## src/rtl/sprite_scheduler.sv

```systemverilog
// Per-line sprite row fetch engine sharing one synchronous sprite ROM with a game read port.
// Define SPRITE_COLLISION_EN to build the per-frame dinosaur collision flag.
module sprite_scheduler #(
  parameter int unsigned NOBJ = 3,
  parameter int unsigned ID_W = 3
) (
  input  logic                 vga_clk,
  input  logic                 clrn,
  input  logic                 hs,
  input  logic                 vs,
  input  logic                 rdn,
  input  logic [8:0]           row_addr,
  input  logic [9:0]           col_addr,
  input  logic [NOBJ*10-1:0]   obj_x,
  input  logic [NOBJ*9-1:0]    obj_y,
  input  logic [NOBJ*ID_W-1:0] obj_id,
  input  logic [NOBJ-1:0]      obj_en,
  output logic [ID_W+4:0]      rom_addr,
  input  logic [31:0]          rom_data,
  input  logic                 gm_req,
  input  logic [ID_W+4:0]      gm_addr,
  output logic                 gm_ack,
  output logic [31:0]          gm_data,
  output logic [NOBJ-1:0]      px_obj,
  output logic                 busy,
  output logic                 collide
);

  localparam int unsigned K_W = (NOBJ > 1) ? $clog2(NOBJ) : 1;

  localparam logic [2:0] S_IDLE  = 3'd0;
  localparam logic [2:0] S_FETCH = 3'd1;
  localparam logic [2:0] S_DRAIN = 3'd2;
  localparam logic [2:0] S_GAME  = 3'd3;
  localparam logic [2:0] S_GACK  = 3'd4;

  logic [2:0]     state, state_nx;
  logic [K_W-1:0] k, k_nx;
  logic [K_W-1:0] issue_idx;
  logic           issue, pend_clr, gm_take, gm_done;
  logic           vs_d, hs_d, fetch_pend;
  logic [8:0]     row_lat, row_sel;
  logic [9:0]     dy_c;
  logic           hit_c;

  logic [9:0]      sh_x  [NOBJ];
  logic [8:0]      sh_y  [NOBJ];
  logic [ID_W-1:0] sh_id [NOBJ];
  logic            sh_en [NOBJ];
  logic [31:0]     lbuf  [NOBJ];
  logic [9:0]      dx_c  [NOBJ];

  logic           s1_vld, s1_hit, s2_vld, s2_hit;
  logic [K_W-1:0] s1_idx, s2_idx;

  // Frame-start attribute shadows and line-start fetch request
  always_ff @(posedge vga_clk or negedge clrn) begin
    if (!clrn) begin
      vs_d       <= 1'b0;
      hs_d       <= 1'b0;
      fetch_pend <= 1'b0;
      for (int i = 0; i < NOBJ; i++) begin
        sh_x[i]  <= '0;
        sh_y[i]  <= '0;
        sh_id[i] <= '0;
        sh_en[i] <= 1'b0;
      end
    end else begin
      vs_d <= vs;
      hs_d <= hs;
      if (hs && !hs_d)  fetch_pend <= 1'b1;
      else if (pend_clr) fetch_pend <= 1'b0;
      if (vs && !vs_d) begin
        for (int i = 0; i < NOBJ; i++) begin
          sh_x[i]  <= obj_x[i*10 +: 10];
          sh_y[i]  <= obj_y[i*9 +: 9];
          sh_id[i] <= obj_id[i*ID_W +: ID_W];
          sh_en[i] <= obj_en[i];
        end
      end
    end
  end

  always_ff @(posedge vga_clk or negedge clrn) begin
    if (!clrn) begin
      state <= S_IDLE;
      k     <= '0;
    end else begin
      state <= state_nx;
      k     <= k_nx;
    end
  end

  // k is the object index in FETCH and the cycle counter in DRAIN
  always_comb begin
    state_nx  = state;
    k_nx      = k;
    issue     = 1'b0;
    issue_idx = k;
    pend_clr  = 1'b0;
    gm_take   = 1'b0;
    gm_done   = 1'b0;
    case (state)
      S_IDLE: begin
        if (fetch_pend) begin
          state_nx  = S_FETCH;
          pend_clr  = 1'b1;
          issue     = 1'b1;
          issue_idx = '0;
          k_nx      = '0;
        end else if (gm_req) begin
          state_nx = S_GAME;
          gm_take  = 1'b1;
        end
      end
      S_FETCH: begin
        if (k == K_W'(NOBJ - 1)) begin
          state_nx = S_DRAIN;
          k_nx     = '0;
        end else begin
          issue     = 1'b1;
          issue_idx = k + K_W'(1);
          k_nx      = k + K_W'(1);
        end
      end
      S_DRAIN: begin
        if (k == '0) begin
          k_nx = K_W'(1);
        end else begin
          state_nx = S_IDLE;
          k_nx     = '0;
        end
      end
      S_GAME:  state_nx = S_GACK;
      S_GACK: begin
        gm_done  = 1'b1;
        state_nx = S_IDLE;
      end
      default: state_nx = S_IDLE;
    endcase
  end

  // The first issue happens on FETCH entry, so it uses the live row before it is latched
  assign row_sel = (state == S_IDLE) ? row_addr : row_lat;
  assign dy_c    = 10'(row_sel) - 10'(sh_y[issue_idx]);
  assign hit_c   = sh_en[issue_idx] && (row_sel >= sh_y[issue_idx]) && (dy_c < 10'd32);

  always_ff @(posedge vga_clk or negedge clrn) begin
    if (!clrn) begin
      rom_addr <= '0;
      row_lat  <= '0;
      gm_ack   <= 1'b0;
      gm_data  <= '0;
      busy     <= 1'b0;
      s1_vld   <= 1'b0;
      s1_hit   <= 1'b0;
      s1_idx   <= '0;
      s2_vld   <= 1'b0;
      s2_hit   <= 1'b0;
      s2_idx   <= '0;
      for (int i = 0; i < NOBJ; i++) lbuf[i] <= '0;
    end else begin
      gm_ack <= gm_done;
      busy   <= (state_nx == S_FETCH) || (state_nx == S_DRAIN);
      if (gm_done)  gm_data <= rom_data;
      if (pend_clr) row_lat <= row_addr;
      if (issue)        rom_addr <= {sh_id[issue_idx], dy_c[4:0]};
      else if (gm_take) rom_addr <= gm_addr;
      s1_vld <= issue;
      s1_hit <= hit_c;
      s1_idx <= issue_idx;
      s2_vld <= s1_vld;
      s2_hit <= s1_hit;
      s2_idx <= s1_idx;
      if (s2_vld) lbuf[s2_idx] <= s2_hit ? rom_data : 32'd0;
    end
  end

  always_comb begin
    px_obj = '0;
    for (int i = 0; i < NOBJ; i++) begin
      dx_c[i]   = col_addr - sh_x[i];
      px_obj[i] = !rdn && (col_addr >= sh_x[i]) && (dx_c[i] < 10'd32) && lbuf[i][~dx_c[i][4:0]];
    end
  end

`ifdef SPRITE_COLLISION_EN
  logic hit;

  // Sticky overlap of the dinosaur with any other object, published once per frame
  always_ff @(posedge vga_clk or negedge clrn) begin
    if (!clrn) begin
      hit     <= 1'b0;
      collide <= 1'b0;
    end else if (vs && !vs_d) begin
      collide <= hit;
      hit     <= 1'b0;
    end else if (px_obj[0] && (|px_obj[NOBJ-1:1])) begin
      hit <= 1'b1;
    end
  end
`else
  assign collide = 1'b0;
`endif

endmodule

```

## config.mk

```make
export PLATFORM = sky130hd
export DESIGN_NAME = sprite_scheduler
export DESIGN_NICKNAME = d
export VERILOG_FILES = /design/src/rtl/sprite_scheduler.sv
export SDC_FILE = /design/constraint.sdc
export NUM_CORES = 1
export LEC_CHECK = 0
export ABC_AREA = 1
export BUFFER_PORTS_ARGS = -buffer_cell sky130_fd_sc_hd__buf_2
export CAP_MARGIN = 40
export CORE_ASPECT_RATIO = 0.6
export CORE_MARGIN = 2
export CORE_UTILIZATION = 35
export DETAILED_ROUTE_END_ITERATION = 6
export GPL_TIMING_DRIVEN = 0
export PLACE_DENSITY_LB_ADDON = 0.2
export REMOVE_ABC_BUFFERS = 1
export SETUP_SLACK_MARGIN = 0.05
export SYNTH_ARGS = -nofsm -noshare
export SYNTH_HDL_FRONTEND = slang
export SYNTH_SLANG_ARGS = --single-unit
```

## constraint.sdc

```tcl
create_clock -name vga_clk -period 3.65 [get_ports vga_clk]
set_input_delay 0 -clock vga_clk [delete_from_list [all_inputs] [get_ports vga_clk]]
set_output_delay 0 -clock vga_clk [all_outputs]
set_load 0.03 [all_outputs]
```

==> summary.md, run 1 <==
| Metric | Value |
|---|---|
| Post-synth EDFFs | 0 |
| Post-Place Worst Slack | 0.0271 ns |
| Count of input and output buffers | 178 |
| Synth Flop Type | dfrtp_1 |
| Ys Warns | 0 |
| Routed Antenna Nets | 0 |
| Detailed Place HPWL | 25000 um |
| Finished Core Util | 46.2% |
| Root Buffer | clkbuf_16 |
| Actual slew at the worst max-slew pin | 0.810 ns |
| Failing checks | hold timing |
| Worst r2r path cells | 19 |
| Synthesis-to-finish area growth | 29.7% |
| Synth area leader | dfrtp_1 |
| Layout net count | 1983 |
| Width of the die | 243 um |
| Status | complete, but fails checks |
| Comb pwr share | 48.0% |
| CTS Buf Count | 25 |
| Ports | 180 |
| CP Launch Type | register |
| Setup violators final | 0 |
| Total power per unit cell area | 813 nW/um^2 |
| Fin crit share | 92.3% |
| Placeable Area | 33800 sq um |
| Reg clk slew, reported paths | 0.06 ns |
| Wire per inst | 15.7 um |
| # DRC | 0 |
| Switch Pwr | 5.52 mW |
| Clock power frac | 21.2% |
| Routability congestion estimate | 0.822 |
| WS Path Type | register to register |
| Clock Latency Late Sink | 0.55 ns |
| Fraction of layout cells with a size suffix above 1 | 15.8% |
| DRT Wirelength | 35700 um |
| Min-delay worst type | input port to asynchronous set/reset pin |
| Mapped Area | 12000 sq um |
| Initial Utilization | 35.6% |
| Top cell type's share of synthesized area | 48.3% |
| Hold WS | -0.0108 ns |
| Count of different cell masters after synthesis | 36 |
| Sequential fraction of design power | 30.8% |
| CP endpoint kind | register |
| Cell at the slowest stage of the critical path | dfrtp_1 |
| CTS sink count | 232 |
| Synth Register Bits | 232 |
| Pint | 7.17 mW |
| Commonest cells in the netlist | 453 x nand2_1, 232 x dfrtp_1, 155 x nor2_1 |
| TritonCTS clock tree | yes |
| Main area contributors after synthesis | dfrtp_1 48%, nand2_1 14%, nand3_1 5.6% |
| Post-DR vias/cell | 4.76 |
| Initial DRC count | 674 |
| Largest net degree at the start of global routing | 93 |
| Leak pwr | 7.84 nW |
| H-tree Lvls | 1 |
| Max clock buf depth | 3 |
| Mean Syn Cell Area | 7.91 sq um |
| Crit path DAT | 3.80 ns |
| Largest stage delay, worst path | 0.43 ns |
| Reg2reg start | state[0] |
| DR vias | 10837 |
| Antenna violations before repair | 1 |
| Layout Skew | 0.0101 ns |
| Worst-path cell chain | nor2_4 > nand2_4 > inv_2 > nand2_1 > nand2_1 > nor2_4 > buf_4 > nor2_1 > nor2_1 > a31oi_1 > ha_1 > a21oi_1 > nor2_1 > nor2_1 > nand2_1 > o21ai_0 > nand2_1 > nand2_1 > nor2_1 |
| Tmin final | 3.37 ns |
| Max frequency | 297 MHz |
| Flop-to-flop setup slack | 0.28 ns |
| Antenna fix cells | 0 |
| Gr ovfl total | 0 |
| Peak VDD IR | 0.425 mV |
| Gate Count Post-Synth | 1521 |
| Fin. Hold Viols | 5 |
| Slew Viols, Final | 0 |
| First-pass detailed-route iteration total | 5 |
| FF-to-FF End | s1_hit |
| Max-slew headroom | 45.8% |
| Row count | 52 |
| Number of fill cells | 3333 |
| Final worst slack | 0.281 ns |
| MaxCap Viol Count | 0 |
| Req. time, crit path | 4.08 ns |
| Count leader, synth | nand2_1 |
| Vias in the first global route | 10666 |
| Seq/Total Area, Yosys | 48.3% |
| DIE HEIGHT | 148 um |
| DIE AREA | 35900 sq um |
| RSZ-0062 raised after global routing | yes |
| Share of flip-flops with an asynchronous set or reset | 100% |
| First-pass GRT wire length | 57200 um |
| Sw frac | 43.5% |
| Total GRT Usage | 20.1% |
| Max FO, Critical Path | 20 |
==> layout make-up <==
cell class | instances | area (sq um) | share of cell area [%]
clock inverter | 10 | 154 | 0.986
timing repair buffer | 314 | 2370 | 15.2
inverter | 148 | 556 | 3.56
multi-input combinational | 1082 | 5450 | 34.9
tap | 459 | 574 | 3.68
sequential | 232 | 5810 | 37.2
clock buffer | 32 | 692 | 4.43
==> cell families (layout without fill, tap and decap cells) <==
| logic type | Yosys count | count (layout) | synth area share [%] |
|---|---|---|---|
| compound gates | 219 | 219 | 9.50 |
| xor+xnor | 12 | 12 | 0.874 |
| fa+ha+maj | 46 | 46 | 5.03 |
| buf+inv | 208 | 504 | 6.82 |
| flops | 232 | 232 | 48.3 |
| mux | 32 | 32 | 3.00 |
| other cells | 1 | 1 | 0.0312 |
| simple gates | 771 | 772 | 26.5 |
==> cell usage in the layout, fill, tap and decap left out, types with 5 or more instances in the layout <==
master,n
ha_1,42
mux2_2,32
nor2_1,153
nand4_1,8
xor2_1,5
nand2_1,450
buf_16,5
inv_2,5
a21oi_1,128
xnor2_1,7
clkbuf_16,25
nand3_2,5
buf_2,177
dfrtp_1,232
o21ai_1,6
clkinv_2,5
o21ai_0,63
dlygate4sd3_1,126
nor2_4,6
a31oi_1,7
nand3_1,135
inv_1,143
==> worst max-delay path by stage <==
stage,from,end
floorplan,state[0],s1_hit
global placement,clrn,rom_addr[5]
detailed placement,state[0],s1_hit
CTS,state[0],s1_hit
global route,state[0],s1_hit
finish,state[0],s1_hit
==> timing repair <==
action,in CTS,in global routing
setup buffers,0,2
hold buffers,126,0
gates cloned,1,0
endpoints found under the hold margin,358,0
resized for setup,0,4
pin swaps,1,1
endpoints found under the setup margin,1,5
==> power groups by stage <==
stage / combinational, mW / clock (mW) / sequential [mW]
after floorplan: 3.68 / 0 / 4.33
after global placement: 5.72 / 0 / 3.94
after detailed placement: 5.88 / 0 / 3.94
after CTS: 6.05 / 2.76 / 3.91
after global routing: 6.84 / 2.87 / 4.02
final: 6.09 / 2.69 / 3.91
==> through the flow <==
| stage | TNS, ns | instance area (sq um) | total power, mW | cells |
|---|---|---|---|---|
| after CTS | 0 | 15600 | 12.7 | 2275 |
| final | 0 | 15600 | 12.7 | 2277 |
| after global placement | -437.05 | 13200 | 9.66 | 2098 |
| after detailed placement | 0 | 13500 | 9.82 | 2106 |
| after floorplan | 0 | 11800 | 8.01 | 1461 |
| after global routing | 0 | 15600 | 13.7 | 2277 |
==> metal layers <==
| layer | vias up | GRT usage (%) | wire length (um) |
|---|---|---|---|
| met3 | 53 | 3.83 | 1710 |
| li1 | 5452 | - | - |
| met4 | 2 | 3.65 | 612 |
| met1 | 5100 | 30.2 | 18500 |
| met2 | 230 | 30.2 | 14900 |
| met5 | - | 0 | 13 |
==> critical path: cells and delay by family, from the launching register on <==
| family | cells | cell delay (ns) |
|---|---|---|
| AOI/OAI and AO/OA | 3 | 0.80 |
| DFF | 1 | 0.43 |
| and+or+nand+nor | 13 | 1.33 |
| buffers and inverters | 2 | 0.33 |
| adders and majority gates | 1 | 0.36 |
==> registers in the layout, indices dropped and copies added (netlist names) <==
name and cells:
sh_x 30, busy 1, sh_en 3, hs_d 1
fetch_pend 1, sh_id 9, vs_d 1, s1_idx 2
lbuf 96, s2_hit 1, s1_vld 1, rom_addr 8
gm_data 32, s1_hit 1, row_lat 9, s2_vld 1
state 3, gm_ack 1, k 2, sh_y 27
s2_idx 2
Note: power is estimated with default switching activity, not from simulation.
==> inputs of run 2 (changes only) <==
--- a/config.mk
+++ b/config.mk
@@ -14,7 +14,6 @@
 export DETAILED_ROUTE_END_ITERATION = 6
 export GPL_TIMING_DRIVEN = 0
 export PLACE_DENSITY_LB_ADDON = 0.2
-export REMOVE_ABC_BUFFERS = 1
 export SETUP_SLACK_MARGIN = 0.05
 export SYNTH_ARGS = -nofsm -noshare
 export SYNTH_HDL_FRONTEND = slang
==> summary.md, run 2 (synthesis results as in run 1) <==
| Metric | Value |
|---|---|
| Max FFs per register | 96 (unchanged) |
| Antenna fix cells | 0 (unchanged) |
| Gr ovfl total | 0 (unchanged) |
| Max frequency | 291 MHz (-1.8%) |
| Actual slew at the worst max-slew pin | 0.722 ns (-0.0880 ns) |
| DR vias | 11257 (+3.9%) |
| WS Path Type | register to output pin |
| Fraction of layout cells with a size suffix above 1 | 15.2% (-0.59 points) |
| Routability congestion estimate | 0.861 (+4.7%) |
| Routed Antenna Nets | 0 (unchanged) |
| Final worst slack | 0.218 ns (-0.0633 ns) |
| Row count | 52 (unchanged) |
| Count of input and output buffers | 178 (unchanged) |
| Worst r2r path cells | 17 (-2) |
| H-tree Lvls | 1 (unchanged) |
| Post-Place Worst Slack | 0.352 ns (+0.325 ns) |
| Setup Fix Bufs, Post-CTS | 0 (unchanged) |
| Synthesis-to-finish area growth | 30.3% |
| Tmin final | 3.43 ns (+0.0633 ns) |
| Max-slew headroom | 51.7% (+5.9 points) |
| Reg with most FFs | lbuf |
| Detailed Place HPWL | 28200 um (+13%) |
| FF-to-FF End | s1_hit |
| Largest net degree at the start of global routing | 107 (+15%) |
| Post-DR vias/cell | 4.84 (+1.6%) |
| Regs by FF count | lbuf: 96 flops, gm_data: 32 flops, sh_x: 30 flops |
| Wire per inst | 16.4 um (+4.7%) |
| DRT Wirelength | 38300 um (+7.0%) |
| Crit path DAT | 3.43 ns (-0.37 ns) |
| Antenna violations before repair | 0 (-1) |
| Critical path origin | sh_x[0] |
| Power Total | 12.7 mW (+0.35%) |
| CTS sink count | 232 (unchanged) |
| First-pass detailed-route iteration total | 5 (unchanged) |
| Register cell area after layout | 5810 sq um (unchanged) |
| Ports | 180 (unchanged) |
| Initial DRC count | 812 (+20%) |
| Layout net count | 2032 (+2.5%) |
| Total GRT Usage | 21.4% (+1.3 points) |
| Slew Viols, Final | 0 (unchanged) |
| First-pass GRT wire length | 60600 um (+5.9%) |
| # DRC | 0 (unchanged) |
| Peak VDD IR | 0.468 mV (+10%) |
| Status | finished clean |
| Placeable Area | 33800 sq um (unchanged) |
| CP endpoint kind | output pin |
| Min-delay worst type | input port to asynchronous set/reset pin |
| DIE AREA | 35900 sq um (unchanged) |
| Fin. Hold Viols | 0 (-5) |
| Most frequent cells in the layout | 453 x nand2_1, 232 x dfrtp_1, 185 x buf_2, 155 x nor2_1, 143 x inv_1 |
| Resized Gates After CTS | 0 (unchanged) |
| Root Buffer | clkbuf_16 |
| Commonest non-fill, non-tap cell in the layout | nand2_1 |
| Clock Latency Late Sink | 0.57 ns (+0.02 ns) |
| Post-Syn Nets | 1701 |
| MaxCap Viol Count | 0 (unchanged) |
| Width of the die | 243 um (unchanged) |
| Max clock buf depth | 3 (unchanged) |
| CTS Buf Count | 24 (-4.0%) |
| Reg2reg start | k[0] |
| Number of fill cells | 3330 (-0.090%) |
| Flop-to-flop setup slack | 0.32 ns (+0.04 ns) |
| CP Launch Type | register |
| Layout Skew | 0.0338 ns (+0.0237 ns) |
| DIE HEIGHT | 148 um (unchanged) |
| Area taken by multi-input logic gates | 5400 sq um (-0.85%) |
| Finished Core Util | 46.4% (+0.20 points) |
| RSZ-0062 raised after global routing | no |
| Max FO, Critical Path | 9 (-55%) |
| Fin crit share | 94.0% (+1.7 points) |
| Total power per unit cell area | 812 nW/um^2 (about the same) |
| Setup violators final | 0 (unchanged) |
| Initial Utilization | 35.6% (unchanged) |
| Reg clk slew, reported paths | 0.06 ns (about the same) |
| Leak pwr | 7.87 nW (+0.40%) |
| TritonCTS clock tree | yes |
| Vias in the first global route | 10813 (+1.4%) |
| Req. time, crit path | 3.65 ns (-0.43 ns) |
## run 2: changes by cell type in the layout (fill, tap and decap cells not counted), moves of 3 or more
cell | before | now
nand2_1 | 450 | 453
clkbuf_1 | 3 | 47
buf_1 | 0 | 3
fa_1 | 1 | 4
fa_2 | 3 | 0
buf_2 | 177 | 185
buf_16 | 5 | 2
buf_6 | 0 | 3
## run 2: layout make-up
| type | instances | share of cell area, % |
|---|---|---|
| sequential | 232 | 37.0 |
| multi-input combinational | 1081 | 34.5 |
| timing repair buffer | 306 | 14.2 |
| clock buffer | 31 | 4.19 |
| tap | 459 | 3.66 |
| inverter | 148 | 3.54 |
| buffer | 59 | 1.67 |
| clock inverter | 12 | 1.20 |
## run 2: per-layer routing
layer,part of all wire (%),vias up,track usage [%]
li1,-,5547,-
met1,52,5388,34.7
met2,40,293,29.8
met3,6.3,29,3.40
met4,1.3,0,3.40
met5,0,-,0
## run 2: power breakdown
part | switching (mW) | internal (mW) | leakage (nW)
clock network | 1.11 | 1.56 | 0.414
registers | 0.471 | 3.45 | 2.80
logic | 4.04 | 2.10 | 4.65
total | 5.62 | 7.11 | 7.87
## run 2: worst max path at each step
stage / cells after the start / to / slack, ns
6_report: 13 / px_obj[2] / 0.22
4_1_cts: 13 / px_obj[2] / 0.19
5_1_grt: 19 / s1_hit / 0.06
3_5_place_dp: 20 / s1_hit / 0.35
3_3_place_gp: 1 / rom_addr[1] / -1.80
2_1_floorplan: 20 / s1_hit / 0.88
## run 2: what timing repair did
| action | in CTS | in global routing |
|---|---|---|
| setup endpoints to repair | 0 | 1 |
| hold buffers | 126 | 0 |
| endpoints found under the hold margin | 361 | 0 |
## run 2: critical path, stage by stage, from the launching register on
cell and delay, ns:
dfrtp_1 0.34, ha_1 0.15, inv_1 0.06, fa_1 0.51, clkbuf_1 0.44, inv_1 0.31
nand3_1 0.16, nand3_1 0.10, nand3_1 0.13, nand2_1 0.14, nand2_1 0.09, nand3_1 0.09
nor2_1 0.12, buf_2 0.21
## run 2: through the flow
step                hold slack, ns  area [sq um]  setup TNS [ns]  std cells
floorplan                   -0.296         12000               0       1521
global placement             0.124         13500         -412.42       2158
detailed placement         -0.0881         13600               0       2160
CTS                         0.0158         15700               0       2329
global route                0.0348         15700               0       2328
finish                      0.0154         15700               0       2328
